[config.mk]
export PLATFORM = sky130hd
export DESIGN_NAME = axi_wr_flat
export DESIGN_NICKNAME = d
export VERILOG_FILES = /design/src/rtl/axi_wr_if.sv /design/src/rtl/axi_wr.sv /design/src/flat_wrapper.sv
export SDC_FILE = /design/constraint.sdc
export NUM_CORES = 1
export LEC_CHECK = 0
export BUFFER_PORTS_ARGS = -buffer_cell sky130_fd_sc_hd__buf_4
export CORE_AREA = 3 3 87 89
export CTS_CLUSTER_SIZE = 12
export DETAILED_ROUTE_END_ITERATION = 6
export DIE_AREA = 0 0 90 92
export PLACE_DENSITY = 0.74
export SLEW_MARGIN = 20
export SYNTH_ARGS = -nofsm -noshare
export SYNTH_HDL_FRONTEND = slang
export SYNTH_SLANG_ARGS = --single-unit
[constraint.sdc]
create_clock -name clock -period 2 [get_ports clock]
set_input_delay 0.4 -clock clock [delete_from_list [all_inputs] [get_ports clock]]
set_output_delay 0.4 -clock clock [all_outputs]
set_load 0.005 [all_outputs]
[src/rtl/axi_wr_if.sv]
// rtl/axi_wr_if.sv - AXI-3 write address, data and response channel bundle
interface axi_wr_if #(
    parameter int ID_WIDTH   = 8,
    parameter int ADDR_WIDTH = 32,
    parameter int BUS_WIDTH  = 32
) ();
    logic [ID_WIDTH-1:0]     awid;
    logic [ADDR_WIDTH-1:0]   awaddr;
    logic [3:0]              awlen;
    logic [2:0]              awsize;
    logic [1:0]              awburst;
    logic [1:0]              awlock;
    logic [3:0]              awcache;
    logic [2:0]              awprot;
    logic [4:0]              awuser;
    logic                    awvalid;
    logic                    awready;

    logic [ID_WIDTH-1:0]     wid;
    logic [BUS_WIDTH-1:0]    wdata;
    logic [BUS_WIDTH/8-1:0]  wstrb;
    logic                    wlast;
    logic                    wvalid;
    logic                    wready;

    logic [ID_WIDTH-1:0]     bid;
    logic [1:0]              bresp;
    logic                    bvalid;
    logic                    bready;

    modport master (
        output awid, awaddr, awlen, awsize, awburst, awlock, awcache, awprot, awuser, awvalid,
        input  awready,
        output wid, wdata, wstrb, wlast, wvalid,
        input  wready,
        input  bid, bresp, bvalid,
        output bready
    );

    modport slave (
        input  awid, awaddr, awlen, awsize, awburst, awlock, awcache, awprot, awuser, awvalid,
        output awready,
        input  wid, wdata, wstrb, wlast, wvalid,
        output wready,
        output bid, bresp, bvalid,
        input  bready
    );
endinterface

[src/rtl/axi_wr.sv]
// rtl/axi_wr.sv - start/status helper that issues one AXI-3 write burst
module axi_wr #(
    parameter int AXI_WR_ID_WIDTH      = 8,
    parameter int AXI_WR_ADDR_WIDTH    = 32,
    parameter int AXI_WR_BUS_WIDTH     = 32,
    parameter int AXI_WR_MAX_BURST_LEN = 1
) (
    input  logic                                             clock,
    input  logic                                             reset_n,
    input  logic                                             enable,
    input  logic [AXI_WR_ID_WIDTH-1:0]                       id,
    input  logic [AXI_WR_ADDR_WIDTH-1:0]                     addr,
    input  logic [AXI_WR_MAX_BURST_LEN*AXI_WR_BUS_WIDTH-1:0] data,
    input  logic [AXI_WR_BUS_WIDTH/8-1:0]                    strb,
    input  logic [3:0]                                       burst_len,
    input  logic [2:0]                                       burst_size,
    input  logic [1:0]                                       burst_type,
    input  logic [1:0]                                       lock,
    input  logic [3:0]                                       cache,
    input  logic [2:0]                                       prot,
    input  logic [4:0]                                       user,
    output logic [1:0]                                       status,
    axi_wr_if.master                                         axi
);
    localparam int BUS = AXI_WR_BUS_WIDTH;
    localparam int MAX = AXI_WR_MAX_BURST_LEN;

    typedef enum logic [1:0] {IDLE, XFER, RESP, DONE} state_t;

    state_t          state;
    state_t          state_next;
    logic [3:0]      beat;
    logic            aw_done;
    logic            w_done;
    logic            err;
    logic            aw_hs;
    logic            w_hs;
    logic            b_hs;
    logic [BUS-1:0]  wdata_sel;

    // Attribute channels are straight copies of the held user inputs
    assign axi.awid    = id;
    assign axi.awaddr  = addr;
    assign axi.awlen   = burst_len;
    assign axi.awsize  = burst_size;
    assign axi.awburst = burst_type;
    assign axi.awlock  = lock;
    assign axi.awcache = cache;
    assign axi.awprot  = prot;
    assign axi.awuser  = user;
    assign axi.wid     = id;
    assign axi.wstrb   = strb;
    assign axi.wdata   = wdata_sel;
    assign axi.wlast   = (beat == burst_len);

    // Valids are decoded from registered state so they cannot drop before their handshake
    assign axi.awvalid = (state == XFER) && !aw_done;
    assign axi.wvalid  = (state == XFER) && !w_done;
    assign axi.bready  = (state == RESP);

    assign aw_hs = axi.awvalid && axi.awready;
    assign w_hs  = axi.wvalid && axi.wready;
    assign b_hs  = axi.bvalid && axi.bready;

    // Select the current beat from the flat vector; beats past the stored depth send zero
    always_comb begin
        wdata_sel = '0;
        for (int i = 0; i < MAX; i++) begin
            if (beat == 4'(i)) begin
                wdata_sel = data[i*BUS +: BUS];
            end
        end
    end

    // State register
    always_ff @(posedge clock or negedge reset_n) begin
        if (!reset_n) begin
            state <= IDLE;
        end else begin
            state <= state_next;
        end
    end

    // Next state: XFER exits only once both AW and the last W beat have been accepted
    always_comb begin
        state_next = state;
        case (state)
            IDLE: if (enable) state_next = XFER;
            XFER: if ((aw_done || aw_hs) && (w_done || (w_hs && axi.wlast))) state_next = RESP;
            RESP: if (b_hs) state_next = DONE;
            DONE: state_next = IDLE;
            default: state_next = IDLE;
        endcase
    end

    // Beat counter, channel completion flags and response error capture
    always_ff @(posedge clock or negedge reset_n) begin
        if (!reset_n) begin
            beat    <= 4'd0;
            aw_done <= 1'b0;
            w_done  <= 1'b0;
            err     <= 1'b0;
        end else begin
            case (state)
                IDLE: begin
                    if (enable) begin
                        beat    <= 4'd0;
                        aw_done <= 1'b0;
                        w_done  <= 1'b0;
                        err     <= 1'b0;
                    end
                end
                XFER: begin
                    if (aw_hs) begin
                        aw_done <= 1'b1;
                    end
                    if (w_hs) begin
                        if (axi.wlast) begin
                            w_done <= 1'b1;
                        end else begin
                            beat <= beat + 4'd1;
                        end
                    end
                end
                RESP: begin
                    if (b_hs) begin
                        err <= axi.bresp[1];
                    end
                end
                default: ;
            endcase
        end
    end

    // Status reflects the FSM; DONE reports ok or error for its single cycle
    always_comb begin
        status = 2'd0;
        case (state)
            IDLE:    status = 2'd0;
            XFER:    status = 2'd1;
            RESP:    status = 2'd1;
            DONE:    status = err ? 2'd3 : 2'd2;
            default: status = 2'd0;
        endcase
    end
endmodule
[src/flat_wrapper.sv]
// flat-port wrapper written by rule: the top's interface ports become plain ports
module axi_wr_flat 
#(
    parameter int AXI_WR_ID_WIDTH      = 8,
    parameter int AXI_WR_ADDR_WIDTH    = 32,
    parameter int AXI_WR_BUS_WIDTH     = 32,
    parameter int AXI_WR_MAX_BURST_LEN = 1
)
  (clock, reset_n, enable, id, addr, data, strb, burst_len, burst_size, burst_type, lock, cache, prot, user, status, axi_awid, axi_awaddr, axi_awlen, axi_awsize, axi_awburst, axi_awlock, axi_awcache, axi_awprot, axi_awuser, axi_awvalid, axi_awready, axi_wid, axi_wdata, axi_wstrb, axi_wlast, axi_wvalid, axi_wready, axi_bid, axi_bresp, axi_bvalid, axi_bready);
  axi_wr_if axi_i ();
  input  logic clock;
  input  logic reset_n;
  input  logic enable;
  input  logic [AXI_WR_ID_WIDTH-1:0] id;
  input  logic [AXI_WR_ADDR_WIDTH-1:0] addr;
  input  logic [AXI_WR_MAX_BURST_LEN*AXI_WR_BUS_WIDTH-1:0] data;
  input  logic [AXI_WR_BUS_WIDTH/8-1:0] strb;
  input  logic [3:0] burst_len;
  input  logic [2:0] burst_size;
  input  logic [1:0] burst_type;
  input  logic [1:0] lock;
  input  logic [3:0] cache;
  input  logic [2:0] prot;
  input  logic [4:0] user;
  output logic [1:0] status;
  output wire logic [$bits(axi_i.awid)-1:0] axi_awid;
  output wire logic [$bits(axi_i.awaddr)-1:0] axi_awaddr;
  output wire logic [$bits(axi_i.awlen)-1:0] axi_awlen;
  output wire logic [$bits(axi_i.awsize)-1:0] axi_awsize;
  output wire logic [$bits(axi_i.awburst)-1:0] axi_awburst;
  output wire logic [$bits(axi_i.awlock)-1:0] axi_awlock;
  output wire logic [$bits(axi_i.awcache)-1:0] axi_awcache;
  output wire logic [$bits(axi_i.awprot)-1:0] axi_awprot;
  output wire logic [$bits(axi_i.awuser)-1:0] axi_awuser;
  output wire logic [$bits(axi_i.awvalid)-1:0] axi_awvalid;
  input wire logic [$bits(axi_i.awready)-1:0] axi_awready;
  output wire logic [$bits(axi_i.wid)-1:0] axi_wid;
  output wire logic [$bits(axi_i.wdata)-1:0] axi_wdata;
  output wire logic [$bits(axi_i.wstrb)-1:0] axi_wstrb;
  output wire logic [$bits(axi_i.wlast)-1:0] axi_wlast;
  output wire logic [$bits(axi_i.wvalid)-1:0] axi_wvalid;
  input wire logic [$bits(axi_i.wready)-1:0] axi_wready;
  input wire logic [$bits(axi_i.bid)-1:0] axi_bid;
  input wire logic [$bits(axi_i.bresp)-1:0] axi_bresp;
  input wire logic [$bits(axi_i.bvalid)-1:0] axi_bvalid;
  output wire logic [$bits(axi_i.bready)-1:0] axi_bready;
  assign axi_awid = axi_i.awid;
  assign axi_awaddr = axi_i.awaddr;
  assign axi_awlen = axi_i.awlen;
  assign axi_awsize = axi_i.awsize;
  assign axi_awburst = axi_i.awburst;
  assign axi_awlock = axi_i.awlock;
  assign axi_awcache = axi_i.awcache;
  assign axi_awprot = axi_i.awprot;
  assign axi_awuser = axi_i.awuser;
  assign axi_awvalid = axi_i.awvalid;
  assign axi_i.awready = axi_awready;
  assign axi_wid = axi_i.wid;
  assign axi_wdata = axi_i.wdata;
  assign axi_wstrb = axi_i.wstrb;
  assign axi_wlast = axi_i.wlast;
  assign axi_wvalid = axi_i.wvalid;
  assign axi_i.wready = axi_wready;
  assign axi_i.bid = axi_bid;
  assign axi_i.bresp = axi_bresp;
  assign axi_i.bvalid = axi_bvalid;
  assign axi_bready = axi_i.bready;
  axi_wr #(.AXI_WR_ID_WIDTH(AXI_WR_ID_WIDTH), .AXI_WR_ADDR_WIDTH(AXI_WR_ADDR_WIDTH), .AXI_WR_BUS_WIDTH(AXI_WR_BUS_WIDTH), .AXI_WR_MAX_BURST_LEN(AXI_WR_MAX_BURST_LEN)) u_core (.clock(clock), .reset_n(reset_n), .enable(enable), .id(id), .addr(addr), .data(data), .strb(strb), .burst_len(burst_len), .burst_size(burst_size), .burst_type(burst_type), .lock(lock), .cache(cache), .prot(prot), .user(user), .status(status), .axi(axi_i));
endmodule
==> results summary <==
The number of global-route vias before repair came out at 1302. Summed over all cells, the static leakage comes to 0.000926 µW. The number of clock buffers inserted by TritonCTS came out at 3.

The top fanout value on the critical path is 11. The count of state elements after synthesis is 9. The count of input and output buffers is 84. The combinational share of power came out at 0.758. The worst-case clock skew came out at 0.00279 ns. The clock tree root buffer cell is sky130_fd_sc_hd__clkbuf_8.

The average detailed-routed wire length per instance is 13.6 µm. Counting along the longest clock path gives a buffer depth of 2. The synthesized cell area came out at 1560 µm². The maximum clock frequency came out at 532 MHz. Dividing the detail-routed via count by the number of cells gives 4.15.

The maximum vdd drop came out at 0.722 mV. The number of placed I/O pins came out at 228. The synthesized netlist net count came out at 323.

The starting utilization of the core area is 0.229. The min-delay analysis places its worst path in the category in2reg. In this run the power density over the cells is 1210 nW/µm². The beginning of the worst register-to-register path is u_core.state[1]. The internal power of the cells totals 1310 µW.

The core region is 6830 µm². In this run the worst setup path begins at u_core.state[1]. The number of antenna cells inserted is 0. The final setup violation count is 0. The design draws 2230 µW. The count of cells along the worst hold path is 3. The number of different library cells in the post-synthesis netlist came out at 34. STA classifies the critical path startpoint as a flop. The max-cap violation count came out at 0. Setup repair after global routing left no endpoint under its margin. The number of buffers inserted to repair setup after CTS is 0.

The worst setup path is captured at a flop. The average instance in the mapped netlist occupies 7.82 µm². The detailed router finished its first iteration with 36 violations. The Yosys warning count is 0. The portion of total power attributed to sequential cells came out at 0.145. The sequential cell area fraction in the yosys report is 0.144. The die outline area is 8280 µm². The final layout contains routed wiring with a total length of 4.22 mm. The maximum level of the CTS H-tree is 1. The count of vias placed by the detailed router is 1285. The number of synthesized flops with an enable pin is 0.

The count of nets after finishing came out at 338. At the end of routability-driven placement, the weighted congestion stood at 0.799. The area used by sequential logic in the layout came out at 225 µm². The share of total power dissipated in the clock network is 0.097. The net switching power is 915 µW. The part of the cycle the worst path needs came out at 0.940.

The wire length of the first global-routing pass is 6.50 mm. The final-report hold violation count came out at 0. At the placement stage, the worst setup path has a slack of -0.0594 ns.

TritonCTS built the clock tree. In the routed design, unresolved DRC markers number 0. The count of mapped cells out of synthesis came out at 200. The initialized floorplan defines 30 standard-cell rows. The area used by multi-input combinational logic is 711 µm².

For this run, the leading register cell type out of synthesis is sky130_fd_sc_hd__dfrtp_1. The number of detailed-route iterations in the first pass came out at 4. The combined global-route utilization of all metal layers came out at 0.0949. Once routing completed, OpenROAD measured the worst setup slack at 0.120 ns. The largest net degree at the start of global routing came out at 33. The startpoint identified for the worst hold timing path is axi_awready.

STA puts the critical path data required time at 2.11 ns. The final max-slew violation count was 0. The final period demand of the worst path is 1.88 ns. The arrival time at the worst endpoint came out at 1.99 ns. The worst setup path is of the reg2reg kind. Global routing finished with a remaining overflow of 0.

The switching share of power is 0.411. The overall die width came out at 90 µm. The clock reaches the later pin of the worst-skew pair after 0.23 ns. The relative area change from synthesis to final layout is 17.1%. The number of antenna violations at the first check in global routing came out at 0. Counting flops with an async set or reset pin after synthesis yields a share of 1.00. The worst reg2reg path depth came out at 6. The fraction of final layout cells with drive strength greater than 1 came out at 0.467.

The run finished with clean final reports. The number of filler cells placed in the layout came out at 756. The count of clock tree sinks is 9. The floorplan step set the die height to 92 µm. The number of antenna-violating nets in the routed design is 0. The worst slew slack as a fraction of its limit is 0.696. The post-CTS clock slew at the launch and capture registers of the worst setup and hold paths is 0.05 ns. The slew at the pin closest to its max-slew limit is 0.456 ns. After legalization and detailed placement, the total HPWL measured 3.51 mm.
[flip-flops by register name, summed over array words and instances, names as in the netlist]
name            count
u_core.beat         4
u_core.state        2
u_core.aw_done      1
u_core.err          1
u_core.w_done       1
[layout by cell type (no fill, tap or decap), types with 5 or more instances in the layout]
cell type,count
sky130_fd_sc_hd__nand3_1,7
sky130_fd_sc_hd__ha_1,7
sky130_fd_sc_hd__dfrtp_1,9
sky130_fd_sc_hd__and2_1,32
sky130_fd_sc_hd__o21ai_0,5
sky130_fd_sc_hd__nor2_1,5
sky130_fd_sc_hd__buf_4,90
sky130_fd_sc_hd__inv_1,12
[worst paths after layout]
path	end	slack [ns]
worst max-delay path	u_core.state[0]	0.12
worst max register to register	u_core.state[0]	0.12
worst min-delay path	u_core.aw_done	0.45
max in group asynchronous	u_core.beat[1]	1.33
min in group asynchronous	u_core.w_done	0.53
worst min register to register	u_core.aw_done	0.58
[critical path, stage by stage, from the launching register on]
cell and delay [ns]:
sky130_fd_sc_hd__dfrtp_1 0.41, sky130_fd_sc_hd__inv_1 0.12, sky130_fd_sc_hd__ha_2 0.25, sky130_fd_sc_hd__nor2b_2 0.19, sky130_fd_sc_hd__a221oi_2 0.43, sky130_fd_sc_hd__mux2i_1 0.26, sky130_fd_sc_hd__nand3_1 0.09
[cell families (layout without fill, tap and decap cells)]
| group | after synthesis | count (layout) | synth area share |
|---|---|---|---|
| flops | 9 | 9 | 0.144 |
| buf+inv | 93 | 107 | 0.409 |
| fa+ha+maj | 8 | 8 | 0.0640 |
| xor+xnor | 4 | 4 | 0.0224 |
| simple gates | 62 | 62 | 0.244 |
| compound gates | 22 | 22 | 0.104 |
| mux | 2 | 2 | 0.0128 |
[synth_stat cells, types with 2 or more instances]
library cell | n | share of area
sky130_fd_sc_hd__ha_1 | 8 | 0.064
sky130_fd_sc_hd__and2b_1 | 2 | 0.0096
sky130_fd_sc_hd__nor2b_1 | 2 | 0.0080
sky130_fd_sc_hd__nand3_1 | 7 | 0.022
sky130_fd_sc_hd__nor4_1 | 3 | 0.012
sky130_fd_sc_hd__dfrtp_1 | 9 | 0.14
sky130_fd_sc_hd__mux2i_1 | 2 | 0.013
sky130_fd_sc_hd__a211o_1 | 4 | 0.022
sky130_fd_sc_hd__nor3_1 | 2 | 0.0064
sky130_fd_sc_hd__inv_1 | 12 | 0.029
sky130_fd_sc_hd__and2_1 | 32 | 0.13
sky130_fd_sc_hd__a21oi_1 | 4 | 0.013
sky130_fd_sc_hd__nand4_1 | 3 | 0.012
sky130_fd_sc_hd__buf_4 | 75 | 0.36
sky130_fd_sc_hd__clkbuf_1 | 4 | 0.0096
sky130_fd_sc_hd__xor2_1 | 4 | 0.022
sky130_fd_sc_hd__nor2_1 | 5 | 0.012
sky130_fd_sc_hd__nand2b_1 | 2 | 0.0080
sky130_fd_sc_hd__o21ai_0 | 5 | 0.016
[per-stage QoR]
stage | cell area, µm² | utilization | hold slack [ns] | TNS (ns) | cells
after floorplan | 1560 | - | 0.104 | 0 | 200
after global placement | 1770 | 0.258 | 0.235 | 0 | 305
after detailed placement | 1770 | 0.258 | 0.240 | -1.53 | 305
after CTS | 1830 | 0.268 | 0.453 | 0 | 310
after global routing | 1830 | 0.268 | 0.474 | 0 | 310
final | 1830 | 0.268 | 0.452 | 0 | 310
[cell type report]
cell class / instances / share of cell area
timing repair buffer: 91 / 0.374
clock buffer: 4 / 0.0246
multi-input combinational: 98 / 0.388
inverter: 12 / 0.0246
sequential: 9 / 0.123
tap: 96 / 0.0656
[per-layer routing]
metal,vias up,wire length (µm),global-route usage
met5,-,0,0
met3,23,576,0.0394
li1,607,-,-
met4,0,162,0.0561
met2,90,1920,0.154
met1,565,1560,0.104
[power by group through the flow]
stage,Combinational (µW),Sequential [µW],Clock [µW]
2_1_floorplan,997,315,0
3_3_place_gp,1640,317,0
3_5_place_dp,1680,322,0
4_1_cts,1710,321,220
5_1_grt,1880,335,231
6_report,1690,323,215
[what timing repair did]
item	4_1_cts	5_1_grt
hold buffers	1	0
resized for setup	3	2
endpoints found under the hold margin	9	0
setup endpoints to repair	33	2
pin swaps	0	0
No activity file was read; power rests on OpenSTA's default activity.
